<file path="src/rtl/mem_arbiter.sv">
// Two-requester arbiter (instruction fetch, data) in front of one single-port memory.
// Data side wins ties from idle; completions hand the bus straight to a waiting peer.
module mem_arbiter #(
  parameter int TIMEOUT = 256
) (
  input  logic        clk,
  input  logic        reset,

  input  logic        imem_valid,
  input  logic [31:0] imem_addr,
  output logic        imem_ready,
  output logic [31:0] imem_rdata,

  input  logic        dmem_valid,
  input  logic [31:0] dmem_addr,
  input  logic [3:0]  dmem_wmask,
  input  logic [31:0] dmem_wdata,
  input  logic [3:0]  dmem_rmask,
  output logic        dmem_ready,
  output logic [31:0] dmem_rdata,

  output logic        mem_valid,
  output logic [31:0] mem_addr,
  output logic [3:0]  mem_wmask,
  output logic [31:0] mem_wdata,
  output logic [3:0]  mem_rmask,
  input  logic        mem_ready,
  input  logic [31:0] mem_rdata,

  output logic        bus_err,
  output logic [1:0]  state_dbg
);

  // Handshake: a beat completes in the cycle where valid && ready are both high;
  // a requester keeps valid and payload stable until that cycle.

  localparam int CW = (TIMEOUT > 1) ? $clog2(TIMEOUT) : 1;
  localparam logic [CW-1:0] WAIT_MAX = CW'(TIMEOUT - 1);

  // state_dbg encoding: 0 idle, 1 instruction grant, 2 data grant
  typedef enum logic [1:0] {
    IDLE  = 2'd0,
    GNT_I = 2'd1,
    GNT_D = 2'd2
  } state_t;

  state_t        state;
  state_t        state_next;
  logic [CW-1:0] wait_cnt;
  logic          abort;

  assign state_dbg = state;

  always_comb begin
    state_next = state;
    abort      = 1'b0;
    mem_valid  = 1'b0;
    mem_addr   = 32'h0;
    mem_wmask  = 4'h0;
    mem_wdata  = 32'h0;
    mem_rmask  = 4'h0;
    imem_ready = 1'b0;
    dmem_ready = 1'b0;
    imem_rdata = mem_rdata;
    dmem_rdata = mem_rdata;

    case (state)
      IDLE: begin
        if (dmem_valid) begin
          state_next = GNT_D;
        end else if (imem_valid) begin
          state_next = GNT_I;
        end
      end

      GNT_D: begin
        abort      = dmem_valid && !mem_ready && (wait_cnt == WAIT_MAX);
        mem_valid  = dmem_valid && !abort;
        mem_addr   = dmem_addr;
        mem_wmask  = dmem_wmask;
        mem_wdata  = dmem_wdata;
        mem_rmask  = dmem_rmask;
        dmem_ready = mem_ready || abort;
        if (abort) begin
          dmem_rdata = 32'h0;
        end
        // A dropped valid abandons the grant; own valid is ignored on completion.
        if (!dmem_valid) begin
          state_next = IDLE;
        end else if (mem_ready || abort) begin
          state_next = imem_valid ? GNT_I : IDLE;
        end
      end

      GNT_I: begin
        abort      = imem_valid && !mem_ready && (wait_cnt == WAIT_MAX);
        mem_valid  = imem_valid && !abort;
        mem_addr   = imem_addr;
        mem_rmask  = 4'hF;
        imem_ready = mem_ready || abort;
        if (abort) begin
          imem_rdata = 32'h0;
        end
        if (!imem_valid) begin
          state_next = IDLE;
        end else if (mem_ready || abort) begin
          state_next = dmem_valid ? GNT_D : IDLE;
        end
      end

      default: begin
        state_next = IDLE;
      end
    endcase
  end

  always_ff @(posedge clk) begin
    if (reset) begin
      state    <= IDLE;
      wait_cnt <= '0;
      bus_err  <= 1'b0;
    end else begin
      state <= state_next;
      // Every grant change (including I<->D hand-over) starts a fresh wait window.
      if (state_next != state) begin
        wait_cnt <= '0;
      end else if (state != IDLE && !mem_ready) begin
        wait_cnt <= wait_cnt + CW'(1);
      end
      bus_err <= bus_err | abort;
    end
  end

endmodule

</file>
<file path="config.mk">
export PLATFORM = sky130hd
export DESIGN_NAME = mem_arbiter
export DESIGN_NICKNAME = d
export VERILOG_FILES = /design/src/rtl/mem_arbiter.sv
export SDC_FILE = /design/constraint.sdc
export NUM_CORES = 1
export LEC_CHECK = 0
export ABC_AREA = 0
export BUFFER_PORTS_ARGS = -buffer_cell sky130_fd_sc_hd__buf_2
export CAP_MARGIN = 10
export CORE_AREA = 2 2 111 113
export DETAILED_ROUTE_END_ITERATION = 10
export DIE_AREA = 0 0 113 115
export PLACE_DENSITY_LB_ADDON = 0.1
export SLEW_MARGIN = 40
export SYNTH_ARGS = -nofsm -noshare
export SYNTH_HDL_FRONTEND = slang
export SYNTH_SLANG_ARGS = --single-unit
export TNS_END_PERCENT = 100
</file>
<file path="constraint.sdc">
create_clock -name clk -period 5.3 [get_ports clk]
set_input_delay 0.53 -clock clk [delete_from_list [all_inputs] [get_ports clk]]
set_output_delay 0.53 -clock clk [all_outputs]
set_load 0.01 [all_outputs]
</file>
* Word level (Yosys, flattened, before mapping)
Cells that the tools add are included.
Operators by class: muxes and demuxes 21, equality and inequality tests 4, reduce and logical (&&, ||, !) cells 15, add/subtract/negate cells 1, bitwise operators 1
Operators with widths (number):
- 2-to-1 mux 32 bit | 5
- one-hot mux 32 bit (2 select lines) | 1
- 2-to-1 mux 2 bit | 7
- adder 8 x 1 -> 8 bit, second input constant | 1
- == test 8 bit, second input constant | 1
- one-hot mux 4 bit (2 select lines) | 1
- logical AND 1 bit | 7
- one-hot mux 2 bit (3 select lines) | 1
- 2-to-1 mux 4 bit | 1
- one-hot mux 1 bit (2 select lines) | 2
- logical NOT 1 bit | 3
- 2-to-1 mux 1 bit | 3
- == test 2 x 1 -> 1 bit, second input constant | 1
- == test 2 bit, second input constant | 1
- logical NOT 2 bit | 1
- logical OR 1 bit | 2
- inequality test 2 bit | 1
- nonzero test 2 bit | 1
- OR reduction 2 bit | 1
- OR 1 bit | 1
Word-level totals: word-level logic and storage cells 45, register bits after elaboration 11, output and inout port bits 142, bits of input ports 141

* Depth between registers and ports, before layout
Gate-level depths: netlist (run 1).
depth in word-level cells 9, depth in mapped cells 7, mapped depth without buffers 6

* Worst setup path after synthesis (run 1)
Ideal clock, no wire load.
path type flip-flop to output port, start point reg state[1] (netlist: state_dbg[1]), end point out dmem_rdata[10], data arrival time 1.696 ns, path slack 3.074 ns, required time 4.770 ns, stages on the path, launching flop included 7, path buffers 2, path through dfxtp_1 ha_1 clkbuf_1 nand2_1 nor4_4 buf_2 nor2b_1
Between the ends: word-level cells in the longest chain between the ends 2
RTL lines:
- start: declaration | RTL line 47 | state_t state;
- start signal: assignment | RTL line 123 | state <= state_next;
- == test 2 bit | RTL line 67 | case (state)
- 2-to-1 mux 32 bit | RTL line 67
- end: declaration | RTL line 20 | output logic [31:0] dmem_rdata,
Every way passes these cells.

* Worst setup path in the final report (run 1)
start point reg state[0] (netlist: state_dbg[0]), end point out mem_valid
Between the ends: word-level cells in the longest chain between the ends 2, elaborated cells on any way between the ends 3, classes of those cells eq/ne (2); mux (1)
RTL lines:
- == test 2 x 1 -> 1 bit or == test 2 bit (tied branches) | RTL line 67
- one-hot mux 1 bit (2 select lines) * | RTL line 67
- end: declaration | RTL line 22 | output logic mem_valid,
Mark *: on every way between the ends. The rest lies on a longest branch, timed or not.

==> impl_results.md, run 1 <==
- Transition time at the pin with the least slew margin: 0.671 ns
- Share of synthesized cell area in full adder, half adder and majority cells: 0.0297
- First-pass GRT wire length: between 10 and 15 mm
- Crit path time final: 2.63 ns
- Critical Path, Cell by Cell: inv_1 -> ha_2 -> buf_4 -> a22oi_2 -> nor3b_1 -> buf_2
- Final period util: 0.496
- Post-cts repair resize count: 0
- Initial DRT Pass Iterations: 7
- Proportion of synthesized area in mux cells: 0
- Headroom to the max-slew limit: 0.553
- Post-route DRC violation count: 40
- Max clock buf depth: 2
- Mean Syn Cell Area: 7.33 um^2
- Crit-path max cell delay: 0.53 ns
- Post-CTS Setup Bufs: 0
- Number of nets with antenna violations after detailed routing: 0
- Net count of the mapped netlist: roughly 430
- Sum of net half-perimeters after detailed placement: 8.22 mm
- Standard cell core area: 0.0118 mm^2
- Seq/Total Area, Yosys: 0.105
- Xor and xnor area share after synthesis: 0.0291
- Kind of start point of the critical path: flip-flop
- Wire length reported by the detailed router: 9.88 mm
- Setup_tns: 0 ns
- Startpoint-to-endpoint class of the critical path: reg2out
- Static Leak: 1.93 nW
- Synth top area cells: sky130_fd_sc_hd__nor2b_1, sky130_fd_sc_hd__a22oi_1, sky130_fd_sc_hd__and2_1
- Initial core utilization: 0.178
- Number of hold-slack violations in the final timing report: 0
- Max-capacitance violation count: 0
- Hold buffer count at cts: 0
- Num CTS Buffers: 3
- Cell type contributing the most total cell area after synthesis: sky130_fd_sc_hd__nor2b_1
- Maximum level of the CTS H-tree: 1
- Max Transition Viols Final: 0
- Reg clk slew, reported paths: approximately 0.040 ns
- Cell count after placement: 695
- CTS tree: yes
- Most used DFF post-synth: sky130_fd_sc_hd__dfxtp_1
- Worst skew pair latency: 0.24 ns
- Port buffer count: 282
- Overall fraction of global-route tracks in use: 0.134
- Number of warnings printed during yosys synthesis: 0
- Area of the mapped netlist: between 0.002 and 0.0025 mm^2
- Final setup skew: 0.00344 ns
- Max VDD drop: 0.0000740 V
- Post-synthesis compound-gate area fraction: 0.251
- Post-synthesis simple-gate area fraction: 0.526
- Total congestion overflow: 0
- Largest net degree at the start of global routing: around 80
- Violations in the final reports: design-rule violations
- WP data arrival: 2.10 ns
- RSZ-0062 raised after global routing: no
- Number of top-level pins: 283
- Area share of the leading cell type in the synthesized netlist: 0.306
- Number of standard cells after synthesis: 287
- Vias in the first global route: 2819
- Slowest cell on crit path: sky130_fd_sc_hd__buf_4
- Crit Path Max Fanout: between 70 and 80
- Worst setup slack after placement: 2.84 ns
- Distinct cell type count of the synthesized netlist: 45
- Main combinational cell family by area after synthesis: simple AND/OR/NAND/NOR gates
- Fin nets: 699
- Power density of the placed cells: 128 mW/mm^2
- Initial antenna violation count: 1
- Count of flip-flops with a built-in enable after synthesis: 0
- # fillers: 1298
- Ratio of cells with drive above 1 in the final layout: 0.553
- Via-per-instance ratio: 4.39
- Kind of capture point of the worst setup path: output port
- #FFs+latches synth: 11
- Routed WL per cell: 14.1 um
- CTS Sinks: 11
- Starting DRC count in detailed routing: 128
- Final worst slack: roughly 2.7 ns
- Number of standard cells in the final layout excluding fillers: 700
- Result of the run: finished, violations left
- Share of flip-flops with an asynchronous set or reset after synthesis: 0
- Area post-placement: 0.00363 mm^2
- Fmax: about 380 MHz
- Total number of vias: 3072
- Global placement routability congestion: around 0.73
- Number of placement rows: 40
- Die extent in y: 115 um
- Clock root buffer: sky130_fd_sc_hd__clkbuf_16
- Post-route cell area: roughly 0.0037 mm^2
- Final hold slack: 0.447 ns
- Signed area change from the synthesized netlist to the final layout: 76.2%
- Count of final setup violators: 0
- Overall die area: approximately 0.013 mm^2
- Worst min path class: reg2reg
- Required time of the critical path: 4.77 ns
- Chip width: roughly 110 um
## cells in the mapped netlist (2+ instances only)
library cell and instances:
sky130_fd_sc_hd__a211oi_1 7, sky130_fd_sc_hd__nand2_1 6, sky130_fd_sc_hd__nor3b_1 2, sky130_fd_sc_hd__nor4_4 2
sky130_fd_sc_hd__xor2_1 5, sky130_fd_sc_hd__o21ai_1 3, sky130_fd_sc_hd__inv_1 4, sky130_fd_sc_hd__nand4_1 2
sky130_fd_sc_hd__buf_2 9, sky130_fd_sc_hd__dfxtp_1 11, sky130_fd_sc_hd__nor2_1 2, sky130_fd_sc_hd__and2_1 36
sky130_fd_sc_hd__o21ai_0 4, sky130_fd_sc_hd__clkbuf_1 12, sky130_fd_sc_hd__a21oi_1 8, sky130_fd_sc_hd__nor4bb_1 2
sky130_fd_sc_hd__ha_1 5, sky130_fd_sc_hd__nand3_1 3, sky130_fd_sc_hd__buf_1 3, sky130_fd_sc_hd__xnor2_1 2
sky130_fd_sc_hd__nor2b_1 103, sky130_fd_sc_hd__a22oi_1 32, sky130_fd_sc_hd__and3_1 2
## worst paths after layout
path,slack [ns],startpoint,cells after the start,endpoint
worst min-delay path,0.45,bus_err,2,bus_err
worst min register to register,0.45,bus_err,2,bus_err
worst max-delay path,2.67,state_dbg[0],6,mem_valid
worst max register to register,2.84,state_dbg[0],7,wait_cnt[7]
## flip-flops by register name, indices dropped and copies added, names as in the netlist
register   flops
state_dbg      2
wait_cnt       8
bus_err        1
## per-stage QoR
step                      power [mW]   util
final                          0.474  0.314
after global routing           0.506  0.314
after CTS                      0.480  0.314
after detailed placement       0.337  0.307
after global placement         0.336  0.307
after floorplan                0.217      -
## cell families (layout without fill, tap and decap cells)
logic type                 after synthesis  in the layout
AOI/OAI and AO/OA                       65             65
xor gates and xnor gates                 7              7
adders and majority gates                5              5
buffers and inverters                   29            294
DFF                                     11             11
other                                    0              1
and+or+nand+nor                        170            170
## layer usage
layer,global-route usage,vias up,share of wire
met5,0,-,0
met4,0.0236,0,0.0068
met3,0.0337,4,0.11
met2,0.263,183,0.52
met1,0.145,1365,0.37
li1,-,1520,-
## where the power goes
part	internal, mW	switching (mW)
Clock	0.101	0.0404
Combinational	0.121	0.125
Sequential	0.0844	0.00250
## worst max-delay path, delay by kind of cell (launching register included)
family / cells / cell delay, ns
flip-flops: 1 / 0.39
AO/OA/AOI/OAI: 1 / 0.16
AND/OR/NAND/NOR: 1 / 0.26
buffers and inverters: 3 / 0.85
adder cells (fa/ha/maj): 1 / 0.19
## layout make-up
cell class | instances | area (um^2) | share of cell area
Inverter | 4 | 15.0 | 0.00405
Clock buffer | 4 | 78.8 | 0.0213
Timing Repair Buffer | 286 | 1440 | 0.389
Multi-Input combinational cell | 247 | 1770 | 0.476
Tap cell | 147 | 184 | 0.0496
Antenna cell | 1 | 2.50 | 0.000675
Sequential cell | 11 | 220 | 0.0594
## cells in the final DEF (no fill, tap or decap), drive strengths merged
| cell type | count |
|---|---|
| a2111oi | 1 |
| a211oi | 8 |
| a21o | 1 |
| a21oi | 8 |
| a221oi | 3 |
| a22oi | 33 |
| a311oi | 1 |
| and2 | 36 |
| and2b | 1 |
| and3 | 2 |
| and4 | 1 |
| and4bb | 1 |
| buf | 286 |
| clkbuf | 4 |
| dfxtp | 11 |
| diode | 1 |
| ha | 5 |
| inv | 4 |
| nand2 | 6 |
| nand2b | 1 |
| nand3 | 3 |
| nand3b | 1 |
| nand4 | 3 |
| nor2 | 3 |
| nor2b | 103 |
| nor3 | 1 |
| nor3b | 3 |
| nor4 | 2 |
| nor4b | 1 |
| nor4bb | 2 |
| o2111a | 1 |
| o2111ai | 1 |
| o21ai | 7 |
| o31ai | 1 |
| xnor2 | 2 |
| xor2 | 5 |
No activity file was read; power rests on OpenSTA's default activity.
==> inputs of run 2 (changes only) <==
--- a/config.mk
+++ b/config.mk
@@ -8,9 +8,9 @@
 export ABC_AREA = 0
 export BUFFER_PORTS_ARGS = -buffer_cell sky130_fd_sc_hd__buf_2
 export CAP_MARGIN = 10
-export CORE_AREA = 2 2 111 113
+export CORE_AREA = 2 2 108 110
 export DETAILED_ROUTE_END_ITERATION = 10
-export DIE_AREA = 0 0 113 115
+export DIE_AREA = 0 0 110 112
 export PLACE_DENSITY_LB_ADDON = 0.1
 export SLEW_MARGIN = 40
 export SYNTH_ARGS = -nofsm -noshare
==> constraint.sdc (replaced) <==
create_clock -name clk -period 2.31 [get_ports clk]
set_input_delay 0.231 -clock clk [delete_from_list [all_inputs] [get_ports clk]]
set_output_delay 0.231 -clock clk [all_outputs]
set_load 0.01 [all_outputs]
==> run 2 against run 1 <==
Compared with the run above:
- the flow now finishes without violations
- worst setup slack lost 2.5 ns
- clock skew shrank 0.0018 ns
- critical path depth grew 1
- via count shrank 1.3%
==> impl_results.md, run 2 (synthesis gave the netlist of run 1 again) <==
- Via-per-instance ratio: 4.34 (-1.0%)
- Setup_tns: 0 ns (unchanged)
- Wire length reported by the detailed router: 9.25 mm (-6.4%)
- Diodes inserted: 0 (-1)
- Post-route DRC violation count: 0 (-100%)
- Design internal power: 0.717 mW (+130%)
- Number of nets with antenna violations after detailed routing: 0 (unchanged)
- Area occupied by multi-input gates: 0.00176 mm^2 (-0.14%)
- Required time of the critical path: 2.08 ns (-2.69 ns)
- Leading cell type in the layout, fill and taps excluded: sky130_fd_sc_hd__buf_2
- Crit path time final: 2.10 ns
- Kind of capture point of the worst setup path: output port
- Number of placement rows: 39 (-2.5%)
- Reg clk slew, reported paths: 0.04 ns (about the same)
- Clk pwr share: 0.294 (-0.005)
- Total number of vias: 3032 (-1.3%)
- Sum of net half-perimeters after detailed placement: 7.61 mm (-7.4%)
- Overall die area: 0.0123 mm^2 (-5.2%)
- Static Leak: 1.95 nW (+1.3%)
- Die extent in y: 112 um (-2.6%)
- Overall fraction of global-route tracks in use: 0.134 (+0.000145)
- Initial DRT Pass Iterations: 4 (-3)
- Power share of the sequential group: 0.179 (-0.004)
- Result of the run: finished clean
- Port buffer count: 282 (unchanged)
- Worst skew pair latency: 0.24 ns (about the same)
- Net Sw Power: 0.381 mW (+130%)
- Largest net degree at the start of global routing: 73 (-6.4%)
- Crit Path Max Fanout: 33 (-57%)
- Power density of the placed cells: 292 mW/mm^2 (+130%)
- Hold buffer count at cts: 0 (unchanged)
- Post-CTS Setup Bufs: 0 (unchanged)
- Worst R2R Setup Slack: 0.40 ns (-2.44 ns)
- Clock root buffer: sky130_fd_sc_hd__clkbuf_16
- Starting DRC count in detailed routing: 176 (+38%)
- Worst min path class: in2reg
- CTS Sinks: 11 (unchanged)
- Chip width: 110 um (-2.7%)
- Top reg by flops: wait_cnt
- Final period util: 0.911
- Part of the total power dissipated in combinational logic: 0.527 (+0.009)
- Headroom to the max-slew limit: 0.689 (+0.136)
- Global placement routability congestion: 0.762 (+5.0%)
- Worst setup slack after placement: 0.263 ns (-2.58 ns)
- Ratio of cells with drive above 1 in the final layout: 0.555 (+0.00242)
- Fmax: 475 MHz
- Kind of start point of the critical path: flip-flop
- Number of top-level pins: 283 (unchanged)
- Signed area change from the synthesized netlist to the final layout: 78.5%
- WP data arrival: 1.87 ns (-0.23 ns)
- RSZ-0062 raised after global routing: no
- Initial core utilization: 0.188 (+0.0102)
- Cell count of the worst hold path: 2 (unchanged)
- Routed WL per cell: 13.2 um (-6.1%)
- Final worst slack: 0.205 ns (-2.47 ns)
- Max VDD drop: 0.000198 V (+170%)
- Share of total power consumed by net switching: 0.347 (-0.00619)
- CTS tree: yes
- WHS Endpoint: bus_err
- Vias in the first global route: 2679 (-5.0%)
- Max clock buf depth: 2 (unchanged)
- Count of final setup violators: 0 (unchanged)
- Reg-to-reg endpoint: wait_cnt[5]
- Total congestion overflow: 0 (unchanged)
- # fillers: 1224 (-5.7%)
- Maximum level of the CTS H-tree: 1 (unchanged)
- Number of hold-slack violations in the final timing report: 0 (unchanged)
- Standard cell core area: 0.0112 mm^2 (-5.4%)
- Worst flop-to-flop path startpoint: state_dbg[0]
- Max-capacitance violation count: 0 (unchanged)
- Commonest non-fill, non-tap cells in the layout: sky130_fd_sc_hd__buf_2, sky130_fd_sc_hd__nor2b_1, sky130_fd_sc_hd__and2_1
- Num CTS Buffers: 3 (unchanged)
- Storage element area: 221 um^2 (+0.57%)
- Final setup skew: 0.00165 ns (-0.00179 ns)
- Fin nets: 702 (+0.43%)
- Transition time at the pin with the least slew margin: 0.466 ns (-0.205 ns)
- Largest register FFs: 8 (unchanged)
- Cells on worst reg2reg path: 6 (-1)
- Startpoint-to-endpoint class of the critical path: reg2out
- First-pass GRT wire length: 13.2 mm (-6.9%)
- Hold path start: reset
- Initial antenna violation count: 0 (-1)
- Max Transition Viols Final: 0 (unchanged)
[run 2: cell count changes in the layout (fill, tap and decap cells not counted), sizes merged]
cell / previous run / this run
buf: 286 / 289
diode: 1 / 0
[run 2: worst max-delay path by stage]
stage	start	to	slack (ns)	cells past startpoint
2_1_floorplan	state_dbg[1]	wait_cnt[0]	0.34	6
3_3_place_gp	state_dbg[0]	wait_cnt[4]	0.29	6
3_5_place_dp	state_dbg[0]	wait_cnt[7]	0.26	6
4_1_cts	state_dbg[0]	imem_rdata[16]	0.08	6
5_1_grt	wait_cnt[0]	dmem_rdata[14]	0.06	6
6_report	state_dbg[1]	imem_rdata[16]	0.21	7
[run 2: power by group through the flow]
stage | clock network (mW) | registers, mW | logic (mW)
4_1_cts | 0.333 | 0.196 | 0.585
3_3_place_gp | 0 | 0.200 | 0.585
6_report | 0.323 | 0.197 | 0.578
3_5_place_dp | 0 | 0.200 | 0.585
2_1_floorplan | 0 | 0.202 | 0.296
5_1_grt | 0.344 | 0.197 | 0.643
[run 2: through the flow]
step | hold WS (ns) | utilization | total power [mW] | instances | instance area [um^2]
after floorplan | 0.300 | - | 0.499 | 287 | 2100
after global placement | 0.436 | 0.328 | 0.784 | 694 | 3670
after detailed placement | 0.452 | 0.328 | 0.785 | 694 | 3670
after CTS | 0.230 | 0.335 | 1.12 | 698 | 3740
after global routing | 0.240 | 0.336 | 1.18 | 698 | 3760
final | 0.232 | 0.336 | 1.10 | 698 | 3760
[run 2: cell type report]
cell class / count / share of cell area
inverters: 4 / 0.00400
repair buffers: 289 / 0.399
multi-input cells: 247 / 0.469
clock buffers: 4 / 0.0210
flip-flops and latches: 11 / 0.0589
well taps: 143 / 0.0476
[run 2: per-layer routing]
layer  GRT usage  routed length [um]
met1       0.143                3360
met2       0.265                4880
met3      0.0252                 957
met4      0.0228                  54
met5           0                   0
[run 2: what timing repair did]
item                                    CTS  global route
endpoints found under the hold margin     0             0
endpoints found under the setup margin    0            54
gates resized for setup                   0             4
[run 2: worst max-delay path, stage by stage, from the launching register on]
cell	delay (ns)
sky130_fd_sc_hd__dfxtp_1	0.30
sky130_fd_sc_hd__inv_1	0.14
sky130_fd_sc_hd__ha_1	0.28
sky130_fd_sc_hd__nand2_1	0.12
sky130_fd_sc_hd__nor4_4	0.27
sky130_fd_sc_hd__buf_6	0.28
sky130_fd_sc_hd__nor2b_1	0.08
sky130_fd_sc_hd__buf_2	0.14
==> inputs of run 3 (changes only) <==
--- a/config.mk
+++ b/config.mk
@@ -12,6 +12,7 @@
 export DETAILED_ROUTE_END_ITERATION = 10
 export DIE_AREA = 0 0 110 112
 export PLACE_DENSITY_LB_ADDON = 0.1
+export RECOVER_POWER = 50
 export SLEW_MARGIN = 40
 export SYNTH_ARGS = -nofsm -noshare
 export SYNTH_HDL_FRONTEND = slang
==> run 3 against run 2 <==
Compared with the run above:
- global-route usage did not move
- critical endpoint is now wait_cnt[5]
- core utilization is 0.88 points lower
- sequential power about the same
- worst hold slack worse by 0.012 ns
- largest cell class unchanged
- combinational power decreased by 3%
- maximum frequency is 0.81% higher
- final area is 2.6% lower
==> impl_results.md, run 3 (synthesis gave the netlist of run 1 again) <==
- Crit path time final: 2.09 ns (-0.0168 ns)
- Top reg by flops: wait_cnt
- Max Transition Viols Final: 0 (unchanged)
- Clock root buffer: sky130_fd_sc_hd__clkbuf_16
- Required time of the critical path: 2.39 ns (+0.31 ns)
- Result of the run: finished clean
- Number of nets with antenna violations after detailed routing: 0 (unchanged)
- Chip width: 110 um (unchanged)
- Largest register FFs: 8 (unchanged)
- M3 GR Usage: 0.0252 (unchanged)
- Global placement routability congestion: 0.762 (unchanged)
- Maximum level of the CTS H-tree: 1 (unchanged)
- Standard cell core area: 0.0112 mm^2 (unchanged)
- Post-route DRC violation count: 0 (unchanged)
- Met1 Usage GRT: 0.143 (unchanged)
- Port buffer count: 282 (unchanged)
- Final period util: 0.904 (-0.00728)
- Startpoint-to-endpoint class of the critical path: reg2reg
- Starting DRC count in detailed routing: 177 (+0.57%)
- Ratio of cells with drive above 1 in the final layout: 0.443 (-0.112)
- Kind of start point of the critical path: flip-flop
- Wire length reported by the detailed router: 9.25 mm (about the same)
- Max-capacitance violation count: 0 (unchanged)
- CTS Sinks: 11 (unchanged)
- Final setup skew: 0.00195 ns (+0.000293 ns)
- Post-CTS Setup Bufs: 0 (unchanged)
- Num CTS Buffers: 3 (unchanged)
- Post-cts repair resize count: 0 (unchanged)
- Final hold slack: 0.221 ns (-0.0116 ns)
- Critical Path, Cell by Cell: inv_1 -> ha_2 -> a22oi_2 -> a211oi_2 -> o31ai_2 -> a211oi_1
- Commonest non-fill, non-tap cells in the layout: sky130_fd_sc_hd__buf_2, sky130_fd_sc_hd__nor2b_1, sky130_fd_sc_hd__clkbuf_1
- Sum of net half-perimeters after detailed placement: 7.61 mm (unchanged)
- Slowest cell on crit path: sky130_fd_sc_hd__o31ai_2
- Total number of vias: 3035 (+0.099%)
- Leading cell type in the layout, fill and taps excluded: sky130_fd_sc_hd__buf_2
- Signed area change from the synthesized netlist to the final layout: 73.8%
- Total congestion overflow: 0 (unchanged)
- Fin nets: 702 (unchanged)
- Routed WL per cell: 13.3 um (about the same)
- Fmax: 479 MHz (+0.81%)
- Power density of the placed cells: 296 mW/mm^2 (+1.1%)
- Max clock buf depth: 2 (unchanged)
- Hold buffer count at cts: 0 (unchanged)
- Via-per-instance ratio: 4.35 (about the same)
- GR Layer Usage met2: 0.265 (unchanged)
- Max VDD drop: 0.000197 V (-0.49%)
- Headroom to the max-slew limit: 0.516 (-0.173)
- Kind of capture point of the worst setup path: flip-flop
- First-pass GRT wire length: 13.2 mm (unchanged)
- Worst min path class: in2reg
- Initial core utilization: 0.188 (unchanged)
- RSZ-0062 raised after global routing: no
- Most congested layer reported by global routing: met2
- Reg clk slew, reported paths: 0.04 ns (about the same)
- WP data arrival: 2.17 ns (+0.30 ns)
- Static Leak: 1.69 nW (-13%)
- Die extent in y: 112 um (unchanged)
- Number of hold-slack violations in the final timing report: 0 (unchanged)
- Setup_tns: 0 ns (unchanged)
- Transition time at the pin with the least slew margin: 0.721 ns (+0.255 ns)
- Crit-path max cell delay: 0.65 ns (+0.35 ns)
- Largest net degree at the start of global routing: 73 (unchanged)
- CTS tree: yes
- Share of the core filled with cells: 0.327 (-0.00885)
- Crit Path Max Fanout: 10 (-70%)
- Overall fraction of global-route tracks in use: 0.134 (unchanged)
- Count of final setup violators: 0 (unchanged)
- Diodes inserted: 0 (unchanged)
- Vias in the first global route: 2679 (unchanged)
- Overall die area: 0.0123 mm^2 (unchanged)
- Worst skew pair latency: 0.24 ns (about the same)
- Number of top-level pins: 283 (unchanged)
- Initial antenna violation count: 0 (unchanged)
- Number of placement rows: 39 (unchanged)
- Initial DRT Pass Iterations: 4 (unchanged)
-- run 3: changes by cell type in the layout (fill, tap and decap cells not counted) --
cell,before,now
sky130_fd_sc_hd__and2_1,36,34
sky130_fd_sc_hd__a2111oi_0,0,1
sky130_fd_sc_hd__buf_2,282,221
sky130_fd_sc_hd__and2_0,0,2
sky130_fd_sc_hd__a211oi_4,1,0
sky130_fd_sc_hd__o31ai_4,1,0
sky130_fd_sc_hd__clkbuf_1,1,62
sky130_fd_sc_hd__o31ai_2,0,1
sky130_fd_sc_hd__a2111oi_2,1,0
sky130_fd_sc_hd__a211oi_2,0,1
-- run 3: cell type report --
type                    count  area (um^2)
multi-input cells         247         1740
clock buffers               4         78.8
fillers                  1255         7520
inverters                   4         15.0
repair buffers            289         1420
well taps                 143          179
flip-flops and latches     11          221
-- run 3: routing by layer --
layer  vias to the layer above  routed length [um]
met3                         5                 959
li1                       1529                   -
met2                       175                4900
met4                         0                  53
met1                      1326                3340
met5                         -                   0
-- run 3: where the power goes --
group	switching, mW	internal, mW
combinational	0.285	0.276
sequential	0.00299	0.194
clock	0.0914	0.232
-- run 3: worst max-delay path, delay by kind of cell, from the launching register on --
kind / cells / cell delay [ns]
AOI/OAI and AO/OA: 4 / 1.15
DFF: 1 / 0.41
adders and majority gates: 1 / 0.25
buffers and inverters: 1 / 0.10
-- run 3: path summary, 6_finish.rpt --
check	startpoint	end	slack (ns)	cells after the start
max	state_dbg[0]	wait_cnt[5]	0.22	6
min	reset	bus_err	0.22	2
max reg2reg	state_dbg[0]	wait_cnt[5]	0.22	6
min reg2reg	bus_err	bus_err	0.45	2
-- run 3: metrics by stage --
stage                     area (um^2)  setup slack (ns)  std cells  total power, mW
after floorplan                  2100             0.343        287            0.499
after global placement           3670             0.289        694            0.784
after detailed placement         3670             0.263        694            0.785
after CTS                        3740            0.0751        698             1.12
after global routing             3660            0.0650        698             1.17
final                            3660             0.222        698             1.08
